### config.mk
export PLATFORM = sky130hd
export DESIGN_NAME = register_bank
export DESIGN_NICKNAME = d
export VERILOG_FILES = /design/src/rtl/register_bank_pkg.sv /design/src/rtl/enabled_register.sv /design/src/rtl/register_bank.sv
export SDC_FILE = /design/constraint.sdc
export NUM_CORES = 2
export LEC_CHECK = 0
export CAP_MARGIN = 20
export CORE_AREA = 5 5 423 425
export CTS_CLUSTER_SIZE = 28
export DETAILED_ROUTE_END_ITERATION = 8
export DIE_AREA = 0 0 428 430
export GPL_TIMING_DRIVEN = 1
export PLACE_DENSITY_LB_ADDON = 0.15
export SLEW_MARGIN = 30
export SYNTH_ARGS = -nofsm -noshare
export SYNTH_HDL_FRONTEND = slang
export SYNTH_HIERARCHICAL = 1
export SYNTH_SLANG_ARGS = --single-unit
export TNS_END_PERCENT = 20
### constraint.sdc
create_clock -name clk -period 5.3 [get_ports clk]
set_input_delay 1.325 -clock clk [delete_from_list [all_inputs] [get_ports clk]]
set_output_delay 1.325 -clock clk [all_outputs]
set_load 0.05 [all_outputs]
### src/rtl/register_bank_pkg.sv
// Shared constants for the integer register file: geometry, named
// architectural register indices and the default pointer reset values.
package register_bank_pkg;

  localparam int NUM_REGS   = 32;
  localparam int REG_ADDR_W = 5;

  // Named architectural register indices
  localparam logic [REG_ADDR_W-1:0] ZERO = 5'd0;
  localparam logic [REG_ADDR_W-1:0] RA   = 5'd1;
  localparam logic [REG_ADDR_W-1:0] SP   = 5'd2;
  localparam logic [REG_ADDR_W-1:0] GP   = 5'd3;

  // Default reset values of the stack and global pointers
  localparam logic [31:0] SP_INIT_DEFAULT = 32'h7FFF_EFFC;
  localparam logic [31:0] GP_INIT_DEFAULT = 32'h1000_8000;

endpackage : register_bank_pkg

### src/rtl/enabled_register.sv
// Single N-bit storage register with synchronous reset to a
// per-instance value and a load enable; holds its value otherwise.
module enabled_register #(
  parameter int           N           = 32,
  parameter logic [N-1:0] RESET_VALUE = {N{1'b0}}
) (
  input  logic         clk,
  input  logic         reset,
  input  logic         enable,
  input  logic [N-1:0] d,
  output logic [N-1:0] q
);

  logic [N-1:0] q_r;

  // Storage: reset wins over a load on the same edge
  always_ff @(posedge clk) begin
    if (reset) begin
      q_r <= RESET_VALUE;
    end else if (enable) begin
      q_r <= d;
    end else begin
      q_r <= q_r;
    end
  end

  assign q = q_r;

endmodule : enabled_register

### src/rtl/register_bank.sv
// Architectural storage for RISC-V x0..x31. Decodes the write-back
// address into a one-hot strobe and exposes every register on a
// flattened bus for the two read multiplexers. x0 is constant zero.
module register_bank
  import register_bank_pkg::*;
#(
  parameter int           N       = 32,
  parameter logic [N-1:0] SP_INIT = SP_INIT_DEFAULT,
  parameter logic [N-1:0] GP_INIT = GP_INIT_DEFAULT
) (
  input  logic                  clk,
  input  logic                  reset,
  input  logic                  reg_write,
  input  logic [REG_ADDR_W-1:0] write_register,
  input  logic [N-1:0]          write_data,
  output logic [NUM_REGS*N-1:0] reg_bus,
  output logic [NUM_REGS-1:0]   write_onehot
);

  logic [NUM_REGS-1:0] write_onehot_s;

  // Write decode: reg_write gates every strobe so an unknown address
  // while idle cannot enable any register; index 0 never strobes
  always_comb begin
    write_onehot_s = {NUM_REGS{1'b0}};
    for (int k = 1; k < NUM_REGS; k++) begin
      if (reg_write && (write_register == REG_ADDR_W'(k))) begin
        write_onehot_s[k] = 1'b1;
      end else begin
        write_onehot_s[k] = 1'b0;
      end
    end
  end

  assign write_onehot = write_onehot_s;

  // x0 is hardwired to zero and has no storage
  assign reg_bus[N-1:0] = {N{1'b0}};

  genvar g;
  generate
    for (g = 1; g < NUM_REGS; g++) begin : g_reg
      localparam logic [N-1:0] INIT_VALUE =
        (g == int'(SP)) ? SP_INIT :
        (g == int'(GP)) ? GP_INIT : {N{1'b0}};

      enabled_register #(
        .N           (N),
        .RESET_VALUE (INIT_VALUE)
      ) u_reg (
        .clk    (clk),
        .reset  (reset),
        .enable (write_onehot_s[g]),
        .d      (write_data),
        .q      (reg_bus[g*N +: N])
      );
    end
  endgenerate

endmodule : register_bank

-- Word-level counts from Yosys, hierarchy flattened
Index checks and enable logic that the tools add are counted.
- equal/unequal tests: 31
- multiplexer cells: 31
- reductions and logical operators: 31
- operator list (operator ; count):
    $eq A5 B5 Y1 const B ; 16
    $eq A5 B4 Y1 const B ; 8
    $logic_and A1 B1 Y1 ; 31
    $mux W1 ; 31
    $eq A5 B3 Y1 const B ; 4
    $eq A5 B2 Y1 const B ; 2
    $eq A5 B1 Y1 const B ; 1
- register bits: 992
- output and inout bits: 1056

-- Longest topological paths before layout
- depth in word-level cells: 3
- depth in mapped cells: 7

-- Cells and area by module
Netlist, hierarchy kept.
- by module, submodules not included (module ; instances ; cells each ; area an instance (um^2)):
    enabled_register at g_reg[10].u_reg ... ; 29 ; 103 ; 1163.6
    enabled_register at g_reg[2].u_reg ; 1 ; 105 ; 1183.6
    enabled_register at g_reg[3].u_reg ; 1 ; 103 ; 1167.4
    register_bank ; 1 ; 80 ; 478.0

-- Least setup slack after synthesis
OpenSTA, ideal clock, no wires.
- kind: input-to-output
- start: input write_register[2]
- end: output write_onehot[8]
- data arrival time: 2.622 ns
- data required time: 3.975 ns
- setup slack: 1.353 ns
- cell stages on the path: 2
- path through: or4b_1 -> nor2_1
- cells in the longest elaborated chain, start to end: 3
- RTL lines (element ; RTL line ; source):
    from (decl) ; register_bank.sv:14 ; input logic [REG_ADDR_W-1:0] write_register,
    $eq A5 B4 Y1 ; register_bank.sv:27 ; if (reg_write && (write_register == REG_ADDR_W'(k))) begin
    $logic_and A1 B1 Y1 ; register_bank.sv:27 ;
    $mux W1 ; register_bank.sv:27 ;
    to (decl) ; register_bank.sv:17 ; output logic [NUM_REGS-1:0] write_onehot
Every way passes these cells.

-- Worst setup path in the final report
- start: input write_register[3]
- end: output write_onehot[16]
- cells in the longest elaborated chain, start to end: 3
- RTL lines (element ; RTL line):
    $eq A5 B5 Y1 ; register_bank.sv:27
    $logic_and A1 B1 Y1 ; register_bank.sv:27
    $mux W1 ; register_bank.sv:27
Every way passes these cells.

==> impl_metrics.toml <==
[cts]
cts_root_buf = "clkbuf_16"
cts_tree = "built"
clock_latency_ns = 0.73
cts.sinks = 992
cts_hold_buf = 0
path_clk_slew_ns = 0.05
htreeDepth = 3
cts_setup_buffers = 0
numCtsBuffers = 120
post_cts_resize_count = 0
cts_buffer_depth = 3

[worst_setup_path]
cp_top_family = "buffers and inverters"
cpPeakStageDelay_ns = 0.61
critPathArrivalTime_ns = 3.13
start_kind = "primary input"
cpMostUsedCell = "buf_12"
crit_chain = "clkdlybuf4s50_1 > nand2b_1 > buf_12 > nor2_4 > buf_12"
r2r_end = "g_reg[2].u_reg/q[14]"
path_buf_inv = 3
r2r_slack_ns = 4.51
worstSetupPathType = "in2out"
reg2reg_from = "g_reg[2].u_reg/q[14]"
cpMaxStageDelayCell = "nand2b_1"
critPathCaptureType = "output port"
cp.depth = 5
worstPathRequired_ns = 3.97
crit_fanout = 5
worstRegToRegCells = 2

[synthesis]
ys_seq_area_frac = 0.543
yosysTopAreaCell = "dfxtp_1"
ys_top_cells_by_area = "dfxtp_1, mux2i_1, nor2_1, buf_12, buf_6"
ys_ff_latch = 992
syn_avg_cell_area_um2 = 11.2
synth_top_area_frac = 0.543
synthesis.area_mm2 = 0.0366
ys_warn_count = 6
yosysUniqueCellTypes = 20
syn_inst = 3275

[floorplan]
core_mm2 = 0.175
dieArea_mm2 = 0.184
start_util = 0.209
num_rows = 154
chipHeight_um = 430
num_io_pins = 1096
die_x_um = 428

[pwr]
power_mw = 16.7
vdd_drop_max_mv = 0.232
p_per_area_mw_per_mm2 = 318
p_leak_nw = 17.4

[final_layout]
nNetsFinal = 4368
synthToLayoutAreaGrowth_pct = 43.6
drive_gt1_frac = 0.0821
largest_register_ffs = 992
stdcell_count = 6765
fillerInstances = 18300
post-route-util = 0.300
stdcell_area_mm2 = 0.0525

[placement]
gp_congestion = 0.778
pre_cts_ws_ns = 0.816
dp_hpwl_um = 119000
portBuffers = 1062
placed_cell_area_mm2 = 0.0487
dp_cells = 6546

[route]
drt_pass1_iterations = 5
wl_per_cell_um = 26.2
ant_nets = 0
via_count = 27400
vias_per_cell = 4.06
drtIter0Drc = 1528
routed_wl_um = 178000
route.detailed.drc = 0

[min_path]
hold_path.class = "reg2reg"
worstHoldStart = "g_reg[1].u_reg/q[21]"
min_to = "g_reg[1].u_reg/q[21]"
worstHoldPathCells = 2

[grt]
grt_first_pass_wirelength_um = 237000
grt_overflow = 0
grt_usage = 0.184
grt_max_degree = 95
antenna_found_initial = 1
grt_pass1_vias = 26600

[timing]
period_share = 0.841
worst_pin_slew_ns = 1.01
setup_violations = 0
max_slew_margin = 0.326
whs_ns = 0.488
rsz0062_at_grt = "no"
post-route-min-period_ns = 4.46
drv_slew = 0
fin_tns_setup_ns = 0
fin_ws_ns = 0.844
clock.fmax_ghz = 0.224
finalHoldViolCount = 0
fin_skew_ns = 0

[outcome]
status = "finished, final reports clean"

[run]
max_cap_violations = 0
[cell usage in the layout, fill, tap and decap left out, types with 4 or more instances in the layout]
| cell | Yosys | layout |
|---|---|---|
| a211o_1 | 30 | 30 |
| buf_12 | 90 | 40 |
| buf_2 | 3 | 23 |
| buf_4 | 34 | 90 |
| clkbuf_1 | 95 | 41 |
| clkbuf_16 | 0 | 122 |
| clkbuf_8 | 0 | 29 |
| clkdlybuf4s50_1 | 0 | 998 |
| clkinv_2 | 0 | 14 |
| conb_1 | 1 | 33 |
| dfxtp_1 | 992 | 992 |
| inv_6 | 0 | 4 |
| mux2i_1 | 962 | 962 |
| nor2_1 | 993 | 962 |
| nor2_4 | 0 | 31 |
| nor2b_1 | 29 | 29 |
[cell type report]
type | count | area, um^2 | share of cell area
Antenna cell | 2 | 5.00 | 0.0000953
Clock buffer | 192 | 3610 | 0.0687
Clock inverter | 25 | 215 | 0.00410
Multi-Input combinational cell | 2060 | 14300 | 0.272
Sequential cell | 992 | 19900 | 0.378
Tap cell | 2340 | 2930 | 0.0558
Timing Repair Buffer | 1154 | 11600 | 0.222
[worst reg2reg max path: cells and delay by family, from the launching register on]
family | cells | cell delay [ns]
compound gates | 1 | 0.24
simple gates | 1 | 0.13
flops | 1 | 0.31
[routing by layer]
| layer | global-route usage | wire (um) | vias up |
|---|---|---|---|
| li1 | - | - | 12900 |
| met1 | 0.204 | 68400 | 13400 |
| met2 | 0.316 | 87700 | 899 |
| met3 | 0.0594 | 12700 | 254 |
| met4 | 0.0886 | 8830 | 0 |
| met5 | 0 | 0 | - |
[cell families after synthesis]
logic type      Yosys count  share of synthesized area
flops                   992                      0.543
buf+inv                 255                     0.0767
simple gates           1035                      0.110
compound gates           30                    0.00718
mux                     962                      0.263
other cells               1                   0.000103
[cells in the mapped netlist]
master and instances:
a211o_1 30, and2b_1 1, buf_12 90, buf_2 3, buf_4 34, buf_6 32
buf_8 1, clkbuf_1 95, conb_1 1, dfxtp_1 992, mux2i_1 962, nand2_1 1
nand2b_1 2, nand4_1 1, nand4b_1 3, nand4bb_1 3, nor2_1 993, nor2b_1 29
or2_1 1, or4b_1 1
[power by group]
part / total, mW / internal, mW / switching, mW
Clock: 8.12 / 4.71 / 3.40
Sequential: 7.54 / 7.51 / 0.0285
Combinational: 1.05 / 0.245 / 0.807
[how the worst max path moves through the flow]
stage                     slack [ns]               end               from
after floorplan                 1.35   write_onehot[8]  write_register[2]
final                           0.84  write_onehot[16]  write_register[3]
after global placement          0.82  write_onehot[16]  write_register[3]
after CTS                       0.82  write_onehot[16]  write_register[3]
after detailed placement        0.82  write_onehot[16]  write_register[3]
after global routing            0.81  write_onehot[16]  write_register[3]
(Power assumes the default switching activity.)
